$ cat config.mk
export PLATFORM = sky130hd
export DESIGN_NAME = top
export DESIGN_NICKNAME = d
export VERILOG_FILES = /design/src/rtl/top.sv
export SDC_FILE = /design/constraint.sdc
export NUM_CORES = 1
export LEC_CHECK = 0
export ABC_AREA = 1
export BUFFER_PORTS_ARGS = -buffer_cell sky130_fd_sc_hd__buf_2
export CORE_MARGIN = 4
export CORE_UTILIZATION = 35
export DETAILED_ROUTE_END_ITERATION = 7
export MAX_ROUTING_LAYER = met4
export PLACE_DENSITY_LB_ADDON = 0.05
export SYNTH_ARGS = -nofsm -noshare
export SYNTH_HDL_FRONTEND = slang
export SYNTH_SLANG_ARGS = --single-unit
$ cat constraint.sdc
create_clock -name clk -period 1.5 [get_ports clk]
set_input_delay 0.075 -clock clk [delete_from_list [all_inputs] [get_ports clk]]
set_output_delay 0.075 -clock clk [all_outputs]
set_load 0.02 [all_outputs]
$ cat src/rtl/top.sv
// 8N1 UART endpoint: independent transmitter and receiver sharing one clock
// and one baud rate, suitable for tx->rx loopback self-test.
module top #(
    parameter int CLK_FREQ = 1000000,
    parameter int BAUD     = 9600
) (
    input  logic       clk,
    input  logic       rst,
    input  logic       start,
    input  logic [7:0] txin,
    output logic       tx,
    input  logic       rx,
    output logic [7:0] rxout,
    output logic       rxdone,
    output logic       txdone
);

    localparam int CPB  = CLK_FREQ / BAUD;
    localparam int HALF = CPB / 2;
    localparam int CW   = (CPB > 1) ? $clog2(CPB) : 1;

    localparam logic [CW-1:0] C_LAST = CW'(CPB - 1);
    localparam logic [CW-1:0] C_MID  = CW'(HALF - 1);

    typedef enum logic [1:0] {
        S_IDLE,
        S_START,
        S_DATA,
        S_STOP
    } state_t;

    // ---------------- transmitter ----------------
    state_t        r_tx_state;
    state_t        w_tx_next;
    logic [CW-1:0] r_tx_cnt;
    logic [2:0]    r_tx_bit;
    logic [7:0]    r_tx_sh;
    logic          r_txdone;
    logic          w_tx;
    logic          w_tx_tick;

    assign w_tx_tick = (r_tx_cnt == C_LAST);

    always_ff @(posedge clk) begin
        if (rst) begin
            r_tx_state <= S_IDLE;
        end else begin
            r_tx_state <= w_tx_next;
        end
    end

    always_comb begin
        w_tx_next = r_tx_state;
        unique case (r_tx_state)
            S_IDLE: begin
                if (start) w_tx_next = S_START;
            end
            S_START: begin
                if (w_tx_tick) w_tx_next = S_DATA;
            end
            S_DATA: begin
                if (w_tx_tick && r_tx_bit == 3'd7) w_tx_next = S_STOP;
            end
            S_STOP: begin
                if (w_tx_tick) w_tx_next = S_IDLE;
            end
        endcase
    end

    always_comb begin
        w_tx = 1'b1;
        unique case (r_tx_state)
            S_IDLE:  w_tx = 1'b1;
            S_START: w_tx = 1'b0;
            S_DATA:  w_tx = r_tx_sh[0];
            S_STOP:  w_tx = 1'b1;
        endcase
    end

    // Word is captured only on the IDLE->START edge, so txin is free
    // to change during a frame.
    always_ff @(posedge clk) begin
        if (rst) begin
            r_tx_cnt <= '0;
            r_tx_bit <= '0;
            r_tx_sh  <= '0;
            r_txdone <= 1'b0;
        end else begin
            r_txdone <= (r_tx_state == S_STOP) && w_tx_tick;
            if (r_tx_state == S_IDLE) begin
                r_tx_cnt <= '0;
                r_tx_bit <= '0;
                if (start) r_tx_sh <= txin;
            end else if (w_tx_tick) begin
                r_tx_cnt <= '0;
                if (r_tx_state == S_DATA) begin
                    r_tx_sh  <= {1'b0, r_tx_sh[7:1]};
                    r_tx_bit <= r_tx_bit + 3'd1;
                end
            end else begin
                r_tx_cnt <= r_tx_cnt + CW'(1);
            end
        end
    end

    assign tx     = w_tx;
    assign txdone = r_txdone;

    // ---------------- receiver ----------------
    logic          r_rx_meta;
    logic          r_rx_sync;
    state_t        r_rx_state;
    state_t        w_rx_next;
    logic [CW-1:0] r_rx_cnt;
    logic [2:0]    r_rx_bit;
    logic [7:0]    r_rx_sh;
    logic [7:0]    r_rxout;
    logic          r_rxdone;
    logic          r_ferr;
    logic          w_rx_tick;
    logic          w_rx_mid;
    logic          w_rx_shift;
    logic          w_rx_load;
    logic          w_rx_ferr;

    assign w_rx_tick = (r_rx_cnt == C_LAST);
    assign w_rx_mid  = (r_rx_cnt == C_MID);

    always_ff @(posedge clk) begin
        if (rst) begin
            r_rx_meta <= 1'b1;
            r_rx_sync <= 1'b1;
        end else begin
            r_rx_meta <= rx;
            r_rx_sync <= r_rx_meta;
        end
    end

    always_ff @(posedge clk) begin
        if (rst) begin
            r_rx_state <= S_IDLE;
        end else begin
            r_rx_state <= w_rx_next;
        end
    end

    // After a bad stop bit, STOP is held until the line idles high again.
    always_comb begin
        w_rx_next = r_rx_state;
        unique case (r_rx_state)
            S_IDLE: begin
                if (!r_rx_sync) w_rx_next = S_START;
            end
            S_START: begin
                if (w_rx_mid) w_rx_next = r_rx_sync ? S_IDLE : S_DATA;
            end
            S_DATA: begin
                if (w_rx_tick && r_rx_bit == 3'd7) w_rx_next = S_STOP;
            end
            S_STOP: begin
                if (r_ferr) begin
                    if (r_rx_sync) w_rx_next = S_IDLE;
                end else if (w_rx_tick && r_rx_sync) begin
                    w_rx_next = S_IDLE;
                end
            end
        endcase
    end

    always_comb begin
        w_rx_shift = 1'b0;
        w_rx_load  = 1'b0;
        w_rx_ferr  = 1'b0;
        unique case (r_rx_state)
            S_IDLE:  w_rx_shift = 1'b0;
            S_START: w_rx_shift = 1'b0;
            S_DATA:  w_rx_shift = w_rx_tick;
            S_STOP: begin
                w_rx_load = !r_ferr && w_rx_tick && r_rx_sync;
                w_rx_ferr = !r_ferr && w_rx_tick && !r_rx_sync;
            end
        endcase
    end

    always_ff @(posedge clk) begin
        if (rst) begin
            r_rx_cnt <= '0;
            r_rx_bit <= '0;
            r_rx_sh  <= '0;
            r_rxout  <= '0;
            r_rxdone <= 1'b0;
            r_ferr   <= 1'b0;
        end else begin
            r_rxdone <= w_rx_load;
            if (w_rx_load) r_rxout <= r_rx_sh;
            if (w_rx_ferr) r_ferr <= 1'b1;
            if (w_rx_shift) begin
                r_rx_sh  <= {r_rx_sync, r_rx_sh[7:1]};
                r_rx_bit <= r_rx_bit + 3'd1;
            end
            if (r_rx_state == S_IDLE) begin
                r_rx_cnt <= '0;
                r_rx_bit <= '0;
                r_ferr   <= 1'b0;
            end else if (r_rx_state == S_START && w_rx_mid) begin
                r_rx_cnt <= '0;
            end else if (w_rx_tick) begin
                r_rx_cnt <= '0;
            end else begin
                r_rx_cnt <= r_rx_cnt + CW'(1);
            end
        end
    end

    assign rxout  = r_rxout;
    assign rxdone = r_rxdone;

endmodule

**Word level (Yosys, flattened, before mapping)**

Index checks and enable logic that the tools add are counted.

- Add/sub/neg operators: 4
- Multiply operators: 0
- Div/mod/pow operators: 0
- Order comparisons: 0
- Equality and inequality tests: 20
- Shift-type cells: 0
- Mux-type cells: 21
- Bitwise logic cells: 0
- Reduce and logical (&&, ||, !) cells: 23

Operator list:

| operator | count |
|---|---|
| $mux W8 | 4 |
| $mux W2 | 11 |
| $pmux W2 S4 | 2 |
| $add A7 B1 Y7 const B | 2 |
| $eq A7 B7 Y1 const B | 2 |
| $ne A2 B2 Y1 const B | 7 |
| $eq A2 B2 Y1 const B | 4 |
| $logic_and A1 B1 Y1 | 8 |
| $eq A7 B6 Y1 const B | 1 |
| $add A3 B1 Y3 const B | 2 |
| $eq A3 B3 Y1 const B | 2 |
| $ne A3 B3 Y1 const B | 2 |
| $reduce_or A2 Y1 | 3 |
| $reduce_and A5 Y1 | 1 |
| $eq A2 B1 Y1 const B | 2 |
| $logic_not A2 Y1 | 2 |
| $reduce_and A4 Y1 | 1 |
| $reduce_bool A2 Y1 | 2 |
| $reduce_or A4 Y1 | 1 |
| $mux W1 | 3 |
| $pmux W1 S3 | 1 |
| $reduce_and A3 Y1 | 1 |
| $reduce_or A3 Y1 | 1 |
| $logic_not A1 Y1 | 2 |
| $reduce_and A2 Y1 | 1 |

- Flip-flop bits (word level): 53
- Latch bits: 0
- RAM bits: 0
- Bits in read-only memories: 0
- Input bits: 12
- Logic and storage cells: 82
- Memories kept: 0

**Longest topological paths before layout**

- Depth after elaboration: 5
- Mapped depth: 10
- Depth with buffers taken out: 10

**Least setup slack after synthesis**

OpenSTA, ideal clock, no wires.

- Kind: register to register
- Start point: reg r_tx_state[0]
- End point: reg r_tx_state[1]
- Library setup time: 116 ps
- Arrival: 1365 ps
- Slack: 19 ps
- Cell stages (with the launch flop): 11
- Path buffers: 1
- Period minus slack after synthesis: 1481 ps
- Cells stage by stage: dfxtp_1 inv_1 ha_1 buf_4 inv_4 or2_4 o21ai_0 a21oi_2 inv_1 nor2_1 nor2_1

- Cells in the longest elaborated chain, start to end: 3
- Elaborated cells between the ends (all ways): 10
- Those cells by class: eq/ne: 7; mux: 1; reduce/logical: 2

Ends and longest elaborated chain:

| element | line | source |
|---|---|---|
| from (decl) | 33 | `state_t r_tx_state;` |
| from (signal assigned) | 48 | `r_tx_state <= w_tx_next;` |
| $eq A2 B2 Y1 (tied with other cells) | 54 | `unique case (r_tx_state)` |
| $ne A2 B2 Y1 (no source line) | - |  |
| $reduce_and A4 Y1 (no source line) | - |  |

Parallel ways exist; a longest one is shown, timed or not.
A chain may end at the register's enable or synchronous reset.

**Worst setup path after layout**

- Start point: reg r_tx_state[1]
- End point: out tx

- Cells in the longest elaborated chain, start to end: 3
- Elaborated cells between the ends (all ways): 6
- Those cells by class: eq/ne: 3; mux: 1; reduce/logical: 2

Ends and longest elaborated chain:

| element | line | source |
|---|---|---|
| $eq A2 B2 Y1 / $logic_not A2 Y1 (equally long branches) | 72 | `unique case (r_tx_state)` |
| $reduce_or A2 Y1 (no source line) | - |  |
| $pmux W1 S3 * | 72 |  |
| to (decl) | 11 | `output logic tx,` |

Every way passes the cells marked *; elsewhere a longest branch is shown, timed or not.

==> metrics.md <==
| Metric | Value |
|---|---|
| Status | `finished, final reports clean` |
| Worst vdd ir | `approximately 1100 uV` |
| CORE AREA | `around 6400 um^2` |
| Routed vias/inst | `around 4.6` |
| Worst-Skew Late Latency | `0.31 ns` |
| CTS buffer count | `5` |
| Routability Congestion | `~0.76` |
| Vias in the first global route | `1755` |
| Sequential share of power | `40.3%` |
| WS Path Type | `flop to output port` |
| RSZ-0062 raised after global routing | `yes` |
| Clock Sink Count | `53` |
| Clock Pin Slew Worst Setup and Hold Paths | `roughly 0.10 ns` |
| Pwr per Cell Area | `between 1000 and 1500 nW/um^2` |
| Period utilisation layout | `98.4%` |
| P&R area growth vs syn | `23.5%` |
| TritonCTS clock tree | `done` |
| Crit path DAT | `between 1 and 1.5 ns` |
| Routed wire length | `around 4.7 mm` |
| Top-count cell post-synth | `nand2_1` |
| Yosys top cell area share | `between 40% and 50%` |
| Post-Syn Instances | `approximately 310` |
| Multi-input gate area | `about 1200 um^2` |
| Seq/Total Area, Yosys | `45.3%` |
| Minimum clock period | `~1.5 ns` |
| Hold crit path type | `primary input to flop` |
| YS warnings | `0` |
| Critical Path RT | `between 1 and 1.5 ns` |
| Syn Area/Cell | `about 7.5 um^2` |
| Leak pwr | `approximately 1.2 nW` |
| DP Cell Count | `roughly 420` |
| Peak Freq | `between 600 and 700 MHz` |
| Largest net degree at the start of global routing | `20` |
| Drc violations | `0` |
| Die area | `8060 um^2` |
| CTS H-tree lvls | `2` |
| Max Slew Vio Count | `0` |
| Total GRT Usage | `11.7%` |
| Max clock buf depth | `2` |
| Clk root buf | `clkbuf_8` |
| Sequential Area | `approximately 1100 um^2` |
| Area leader, netlist | `dfxtp_1` |
| Endpoint class of the critical path | `output port` |
| Wire per inst | `10.8 um` |
| Non-filler cells, final | `437` |
| Switching portion of total power | `37.7%` |
| Worst Skew | `between 0.01 and 0.015 ns` |
| Final Core Density | `between 40% and 50%` |
| Chip height | `between 80 and 90 um` |
| Crit path max fanout | `2` |
| Asr flop ratio synth | `0%` |
| DPL Wire Length | `3.31 mm` |
| Drt pass-1 iters | `4` |
| Post-synth top flop | `dfxtp_1` |
| GRT Residual Overflow | `0` |
| Clk network pwr share | `20.5%` |
| Vias | `between 1500 and 2000` |
| Post-synth EDFFs | `0` |
| Rows | `29` |
| Logic pwr share | `about two fifths` |
| Final setup fails | `0` |
| Synth area leaders | `dfxtp_1 45%, nand2_1 11%, nor2_1 7.4%` |
| Worst Max-Slew Pin Slew | `approximately 0.62 ns` |
| I/O Pins | `23` |
| Commonest cells post-synth | `69 x nand2_1, 53 x dfxtp_1, 46 x nor2_1, 34 x inv_1, 30 x a21oi_1` |
| Slew HR | `about three fifths` |
| Syn_nets | `335` |
| Antenna violations before repair | `0` |
| Filler Cells Inserted | `between 600 and 700` |
| Die X | `around 90 um` |
| Mapped Area | `between 2000 and 2500 um^2` |
| Antenna Violating Nets Remaining | `0` |
| Starting Density | `between 30% and 40%` |
| Diode count | `0` |
| Seq cells post-synth | `53` |
| DRC marker count from the first detailed-route iteration | `74` |
| Layout cell share with drive strength beyond 1 | `24.2%` |
| First-pass GRT wire length | `7.68 mm` |
| Yosys cell types | `32` |
| Switching power | `~1.6 mW` |
| Endpoints failing hold | `0` |
| Int Pwr | `roughly 2.6 mW` |
| PortBufs | `22` |
| Final nets | `382` |
| Critical path startpoint category | `flop` |
| Max-cap violations | `0` |
## routing by layer
| layer | track usage, % | share of wire (%) | vias to the layer above |
|---|---|---|---|
| met2 | 18.6 | 46 | 28 |
| met1 | 14.7 | 49 | 875 |
| met4 | 3.83 | 1.0 | 0 |
| met3 | 2.84 | 3.2 | 5 |
| li1 | - | - | 1090 |
| met5 | - | 0 | - |
## power groups by stage
stage          Clock, mW  Combinational [mW]  Sequential [mW]
6_report           0.847                1.62             1.67
5_1_grt            0.943                1.85             1.69
2_1_floorplan          0                1.05             1.68
4_1_cts            0.891                1.57             1.66
3_5_place_dp           0                1.52             1.69
3_3_place_gp           0                1.53             1.69
## final timing paths
kind            startpoint          to  slack, ns  depth (start not counted)
max          r_tx_state[1]          tx       0.02                          5
max reg2reg  r_tx_state[0]  r_tx_sh[3]       0.06                          8
min                txin[7]  r_tx_sh[7]       0.06                          3
min reg2reg      r_rx_meta   r_rx_sync       0.40                          1
## timing repair
| item | CTS | global route |
|---|---|---|
| hold buffers | 1 | 0 |
| setup buffers | 3 | 1 |
| cloned | 0 | 2 |
| endpoints found under the setup margin | 6 | 41 |
| pin swaps | 1 | 8 |
| gates resized for setup | 6 | 31 |
| hold endpoints to repair | 1 | 0 |
## kinds of logic (layout without fill, tap and decap cells)
| logic type | Yosys count | in the layout | share of synthesized area, % |
|---|---|---|---|
| AND/OR/NAND/NOR | 145 | 146 | 27.1 |
| adder cells (fa/ha/maj) | 11 | 11 | 5.88 |
| buffers and inverters | 44 | 91 | 7.91 |
| AO/OA/AOI/OAI | 56 | 56 | 12.7 |
| flip-flops | 53 | 53 | 45.3 |
| XOR/XNOR | 3 | 3 | 1.12 |
## cells in the final DEF, fill, tap and decap left out, drive strengths merged, types with 5 or more instances in the layout
| cell | synthesis | final |
|---|---|---|
| nand2 | 74 | 74 |
| dfxtp | 53 | 53 |
| inv | 38 | 39 |
| o21ai | 21 | 21 |
| nor2 | 47 | 47 |
| a21oi | 31 | 31 |
| ha | 11 | 11 |
| nor3 | 7 | 7 |
| buf | 3 | 42 |
| clkbuf | 2 | 5 |
| nand3 | 11 | 12 |
## metrics by stage
step | area (um^2) | setup TNS, ns | power [mW] | setup slack, ns | hold WS [ns]
3_3_place_gp | 2640 | 0 | 3.22 | 0.0165 | 0.284
2_1_floorplan | 2340 | 0 | 2.73 | 0.0190 | 0.152
6_report | 2890 | 0 | 4.14 | 0.0233 | 0.0563
3_5_place_dp | 2640 | -0.0378 | 3.21 | -0.0344 | 0.287
4_1_cts | 2780 | 0 | 4.11 | 0.00234 | 0.0467
5_1_grt | 2890 | -0.498 | 4.48 | -0.0842 | 0.0863
## registers in the layout, indices dropped and copies added (netlist names), 2 cells and up, named ones only
| register | count |
|---|---|
| r_rx_sh | 8 |
| r_tx_sh | 8 |
| rxout | 8 |
| r_tx_cnt | 7 |
| r_rx_cnt | 7 |
| r_tx_bit | 3 |
| r_rx_bit | 3 |
| r_tx_state | 2 |
## worst max-delay path: stages (launching register included)
cell     delay [ns]
dfxtp_1        0.34
inv_1          0.06
buf_4          0.13
ha_1           0.29
a21oi_2        0.13
buf_4          0.15
## final cells by class
class                   count  area share [%]
clock inverters             3           0.865
flip-flops and latches     53            36.9
repair inverters            1           0.216
inverters                  39            5.76
repair buffers             43            9.56
multi-input cells         216            41.0
clock buffers               5            2.38
well taps                  77            3.33
Power figures use the tool's default switching activity.
